$ cat config.mk
export PLATFORM = sky130hd
export DESIGN_NAME = pin_entry_ctrl
export DESIGN_NICKNAME = d
export VERILOG_FILES = /design/src/rtl/pin_entry_ctrl.sv
export SDC_FILE = /design/constraint.sdc
export NUM_CORES = 1
export LEC_CHECK = 0
export CORE_MARGIN = 4
export CORE_UTILIZATION = 55
export DETAILED_ROUTE_END_ITERATION = 10
export DONT_BUFFER_PORTS = 1
export GPL_ROUTABILITY_DRIVEN = 0
export PLACE_DENSITY = 0.76
export SLEW_MARGIN = 25
export SYNTH_ARGS = -nofsm -noshare
export SYNTH_HDL_FRONTEND = slang
export SYNTH_SLANG_ARGS = --single-unit
$ cat constraint.sdc
create_clock -name clk -period 5.4 [get_ports clk]
set_clock_uncertainty 0.1 [all_clocks]
set_input_delay 1.35 -clock clk [delete_from_list [all_inputs] [get_ports clk]]
set_output_delay 1.35 -clock clk [all_outputs]
set_load 0.05 [all_outputs]
$ cat src/rtl/pin_entry_ctrl.sv
// rtl/pin_entry_ctrl.sv - keypad PIN entry controller with synchronized key events and entry timeout
// Optional try counting and lockout are built when PIN_LOCKOUT_EN is defined.
module pin_entry_ctrl #(
    parameter int          DIGITS    = 4,
    parameter logic [27:0] TIMEOUT   = 28'd27000000,
    parameter int          MAX_TRIES = 3
) (
    input  logic        clk,
    input  logic        rst,
    input  logic [4:0]  key,
    input  logic        keypad_pressed,
    input  logic [15:0] code_in,
    output logic [15:0] entry,
    output logic [2:0]  digit_count,
    output logic        unlock,
    output logic        error,
    output logic        locked
);

`ifdef PIN_LOCKOUT_EN
    typedef enum logic [1:0] {S_IDLE, S_ENTRY, S_CHECK, S_LOCKOUT} state_t;
    localparam int TW = $clog2(MAX_TRIES + 1);
    logic [TW-1:0] tries_q, tries_d;
    logic          locked_q;
`else
    typedef enum logic [1:0] {S_IDLE, S_ENTRY, S_CHECK} state_t;
`endif

    localparam logic [15:0] CMP_MASK = 16'((32'd1 << (4 * DIGITS)) - 32'd1);
    localparam logic [2:0]  FULL     = 3'(DIGITS);
    localparam logic [27:0] T_LAST   = TIMEOUT - 28'd1;

    state_t      state_q;
    logic        sync1_q, sync2_q, prev_q, evt_q, armed_q;
    logic [1:0]  fill_q;
    logic [4:0]  key_q;
    logic [15:0] entry_q, entry_d;
    logic [2:0]  count_q;
    logic [27:0] timer_q, timer_d;
    logic        unlock_q, error_q;
    logic        is_digit, is_star, is_hash, valid_evt, match, timer_done;

    always_comb begin
        is_digit   = (key_q <= 5'd9);
        is_star    = (key_q == 5'd15);
        is_hash    = (key_q == 5'd14);
        valid_evt  = evt_q & (is_digit | is_star | is_hash);
        entry_d    = {entry_q[11:0], key_q[3:0]};
        timer_d    = timer_q + 28'd1;
        timer_done = (timer_q == T_LAST);
        match      = (count_q == FULL) && ((entry_q & CMP_MASK) == (code_in & CMP_MASK));
`ifdef PIN_LOCKOUT_EN
        tries_d    = tries_q + 1'b1;
`endif
    end

    // A key held through reset must not count: edges are only accepted once the
    // refilled synchronizer has shown the line low at least once.
    always_ff @(posedge clk or posedge rst) begin
        if (rst) begin
            state_q  <= S_IDLE;
            sync1_q  <= 1'b0;
            sync2_q  <= 1'b0;
            prev_q   <= 1'b0;
            fill_q   <= 2'b00;
            armed_q  <= 1'b0;
            evt_q    <= 1'b0;
            key_q    <= 5'd31;
            entry_q  <= '0;
            count_q  <= '0;
            timer_q  <= '0;
            unlock_q <= 1'b0;
            error_q  <= 1'b0;
`ifdef PIN_LOCKOUT_EN
            tries_q  <= '0;
            locked_q <= 1'b0;
`endif
        end else begin
            sync1_q  <= keypad_pressed;
            sync2_q  <= sync1_q;
            prev_q   <= sync2_q;
            fill_q   <= {fill_q[0], 1'b1};
            armed_q  <= armed_q | (fill_q[1] & ~sync2_q);
            evt_q    <= sync2_q & ~prev_q & armed_q;
            key_q    <= key;
            unlock_q <= 1'b0;
            error_q  <= 1'b0;
            case (state_q)
                S_IDLE, S_ENTRY: begin
                    if (valid_evt) begin
                        timer_q <= '0;
                        if (is_digit) begin
                            if (count_q < FULL) begin
                                entry_q <= entry_d;
                                count_q <= count_q + 3'd1;
                                state_q <= S_ENTRY;
                            end
                        end else if (is_star) begin
                            entry_q <= '0;
                            count_q <= '0;
                            state_q <= S_IDLE;
                        end else begin
                            state_q <= S_CHECK;
                        end
                    end else if (state_q == S_ENTRY) begin
                        if (timer_done) begin
                            entry_q <= '0;
                            count_q <= '0;
                            timer_q <= '0;
                            state_q <= S_IDLE;
                        end else begin
                            timer_q <= timer_d;
                        end
                    end
                end
                S_CHECK: begin
                    entry_q  <= '0;
                    count_q  <= '0;
                    timer_q  <= '0;
                    state_q  <= S_IDLE;
                    unlock_q <= match;
                    error_q  <= ~match;
`ifdef PIN_LOCKOUT_EN
                    if (match) begin
                        tries_q <= '0;
                    end else begin
                        tries_q <= tries_d;
                        if (tries_d == TW'(MAX_TRIES)) begin
                            state_q  <= S_LOCKOUT;
                            locked_q <= 1'b1;
                        end
                    end
`endif
                end
`ifdef PIN_LOCKOUT_EN
                S_LOCKOUT: begin
                    if (timer_done) begin
                        timer_q  <= '0;
                        tries_q  <= '0;
                        locked_q <= 1'b0;
                        state_q  <= S_IDLE;
                    end else begin
                        timer_q <= timer_d;
                    end
                end
`endif
                default: state_q <= S_IDLE;
            endcase
        end
    end

    assign entry       = entry_q;
    assign digit_count = count_q;
    assign unlock      = unlock_q;
    assign error       = error_q;
`ifdef PIN_LOCKOUT_EN
    assign locked      = locked_q;
`else
    assign locked      = 1'b0;
`endif

endmodule

==> impl_metrics.tcl <==
set metrics [dict create \
    drive_gt1_share_pct 11.6 \
    path_max_fanout 20 \
    min_path_type "flip-flop to flip-flop" \
    drtAntennaViolNets 0 \
    post_cts_resized 0 \
    final_nets 340 \
    antenna_found_initial 0 \
    cp_slowest_stage_delay_ns 0.67 \
    syn_area_um2 3270 \
    worst_r2r_path_depth 6 \
    synth_flop_cell "dfrtp_1" \
    cts_sinks 63 \
    crit_buf_inv 0 \
    path_clk_slew_ns 0.06 \
    path_depth 6 \
    die_w_um 85.1 \
    syn-instance-count 314 \
    post_cts_buffers 0 \
    grt_pass1_vias 2304 \
    drt_first_pass_iters 4 \
    grt_max_degree 64 \
    grt_use_total_pct 18.6 \
    drt-total-wl_mm 6.17 \
    synth.distinct_cells 50 \
    p_per_area_nw_per_um2 302 \
    place_inst 374 \
    htree_levels 3 \
    yosysMostFrequentCell "dfrtp_1" \
    crit_path_end "state_q[0]$_DFFE_PP0P_" \
    seq_area_frac_synth_pct 48.4 \
    finalMaxSlewViolations 0 \
    gr-total-overflow 0 \
    rr_endpoint "state_q[0]$_DFFE_PP0P_" \
    synth_top_area_share_pct 44.4 \
    clkLatencyLatePin_ns 0.33 \
    synth.area.top_cells "dfrtp_1, xor2_1, mux2i_1, nor3_1, dfstp_2" \
    drv_cap 0 \
    viasPerCell 5.74 \
    worstSetupStartpointType "flip-flop" \
    crit_chain "ha_1, nand4_1, or2_0, or4_4, a21oi_4, a221o_2" \
    slew_headroom_pct 46.0 \
    finalSetupTns_ns 0 \
    final_util_pct 62.3 \
    crit_arrival_ns 2.96 \
    worstSetupPathType "flip-flop to flip-flop" \
    whs_ns 0.249 \
    fillerInstances 464 \
    post-dp-hpwl_mm 4.17 \
    cp.required_ns 5.57 \
    initial_core_util_pct 57.9 \
    crit_path_end_kind "flip-flop" \
    min_period_ns 2.79 \
    instances_no_fill 390 \
    dpl_worst_slack_ns 2.64 \
    max_freq_ghz 0.359 \
    cts_tree "done" \
    crit_start "timer_q[0]$_DFFE_PP0P_" \
    tightest_slew_ns 0.807 \
    ir_worst_vdd_mv 0.288 \
    diodes 0 \
    setup_viol 0 \
    synth_commonest_cells "dfrtp_1, xor2_1, nor3_1" \
    timing.final.ws_setup_ns 2.61 \
    die-area_um2 7240 \
    drc 0 \
    drtIter0Drc 140 \
    die_h_um 85.1 \
    area_growth_pct 7.51 \
    slowest_stage "a21oi_4" \
    numCtsBuffers 9 \
    synth_seq_cells 63 \
    r2r_setup_slack_ns 2.61 \
    hold_viol_final 0 \
    async_flop_share_pct 100 \
    p_leak_nw 1.49 \
    coreArea_um2 5640 \
    status "complete, no violations" \
    drt-wirelength-per-cell_um 15.8 \
    grt_first_pass_wirelength_mm 10.7 \
    yosys_warnings 0 \
    critical-path-top-delay-family "simple AND/OR/NAND/NOR gates" \
    vias 2239 \
    avgSynthCellArea_um2 10.4 \
    synth-edff-count 0 \
    synth_nets 341 \
    cts_hold_buf 0 \
    fin_crit_sh_pct 51.6 \
    io_pins 46 \
    clock_path_buffers 2 \
    timing.rr.start "timer_q[0]$_DFFE_PP0P_" \
    rsz0062_at_grt "false" \
    cts_root_buf "clkbuf_8" \
    io_buffers 0 \
    rows 27 \
    yosysTopAreaCell "dfrtp_1" \
]
[power by group]
| group | switching (mW) | internal, mW |
|---|---|---|
| logic | 0.0566 | 0.0357 |
| registers | 0.0314 | 0.491 |
| clock network | 0.175 | 0.272 |
[cell usage in the layout, fill, tap and decap left out, types with 4 or more instances in the layout]
master    Yosys  layout
nor3_1       30      28
nand2b_1      4       4
xor2_1       35      35
clkbuf_8      0      10
dfrtp_1      58      58
xnor2_1       6       6
nand4_1      18      18
nand3_1      14      14
nor4_1        8       8
inv_1        23      22
nor2_1        7       7
mux2i_1      18      18
dfstp_2       5       5
nand2_1      28      28
[worst register-to-register path: stages, from the launching register on]
cell and delay (ns):
dfrtp_1 0.39, ha_1 0.29, nand4_1 0.16, or2_0 0.29
or4_4 0.53, a21oi_4 0.67, a221o_2 0.30
[flip-flops by register name (all words and copies together), names as in the netlist]
register / flops
key_q: 5
prev_q: 1
sync2_q: 1
armed_q: 1
digit_count: 3
unlock: 1
timer_q: 28
evt_q: 1
fill_q: 2
state_q: 2
entry: 16
sync1_q: 1
error: 1
[worst min-delay path by stage]
| stage | cells after the start | end | startpoint | slack, ns |
|---|---|---|---|---|
| after floorplan | 0 | fill_q[1]$_DFF_PP0_ | fill_q[0]$_DFF_PP0_ | 0.23 |
| after global placement | 0 | fill_q[1]$_DFF_PP0_ | fill_q[0]$_DFF_PP0_ | 0.24 |
| after detailed placement | 0 | fill_q[1]$_DFF_PP0_ | fill_q[0]$_DFF_PP0_ | 0.24 |
| after CTS | 0 | fill_q[1]$_DFF_PP0_ | fill_q[0]$_DFF_PP0_ | 0.25 |
| after global routing | 0 | fill_q[1]$_DFF_PP0_ | fill_q[0]$_DFF_PP0_ | 0.26 |
| final | 0 | fill_q[1]$_DFF_PP0_ | fill_q[0]$_DFF_PP0_ | 0.25 |
[metrics by stage]
step / power [mW] / cell area [um^2]
2_1_floorplan: 0.606 / 3270
3_3_place_gp: 0.618 / 3280
3_5_place_dp: 0.624 / 3280
4_1_cts: 1.08 / 3510
5_1_grt: 1.12 / 3510
6_report: 1.06 / 3510
[logic make-up after synthesis]
| family | Yosys count | synth area share [%] |
|---|---|---|
| fa+ha+maj | 3 | 1.15 |
| xor+xnor | 41 | 11.0 |
| flops | 63 | 48.4 |
| compound gates | 16 | 4.56 |
| buf+inv | 38 | 5.90 |
| other cells | 2 | 0.230 |
| mux | 19 | 5.86 |
| simple gates | 132 | 22.9 |
[routing by layer]
layer  routed length [um]  vias to the layer above  share of wire, %  global-route usage (%)
li1                     -                     1088                 -                       -
met1                 2750                     1091                45                    22.9
met2                 3040                       56                49                    30.6
met3                  319                        4               5.2                    6.31
met4                   57                        0              0.92                    6.04
met5                    0                        -                 0                       0
[final cells by class]
class                      count  area (um^2)  area share [%]
tap                           72         90.1            2.57
multi-input combinational    213         1510            42.9
sequential                    63         1580            45.1
inverter                      23         86.3            2.46
clock inverter                 5         81.3            2.32
clock buffer                  11          141            4.03
timing repair buffer           3         22.5           0.641
Note: power is estimated with default switching activity, not from simulation.
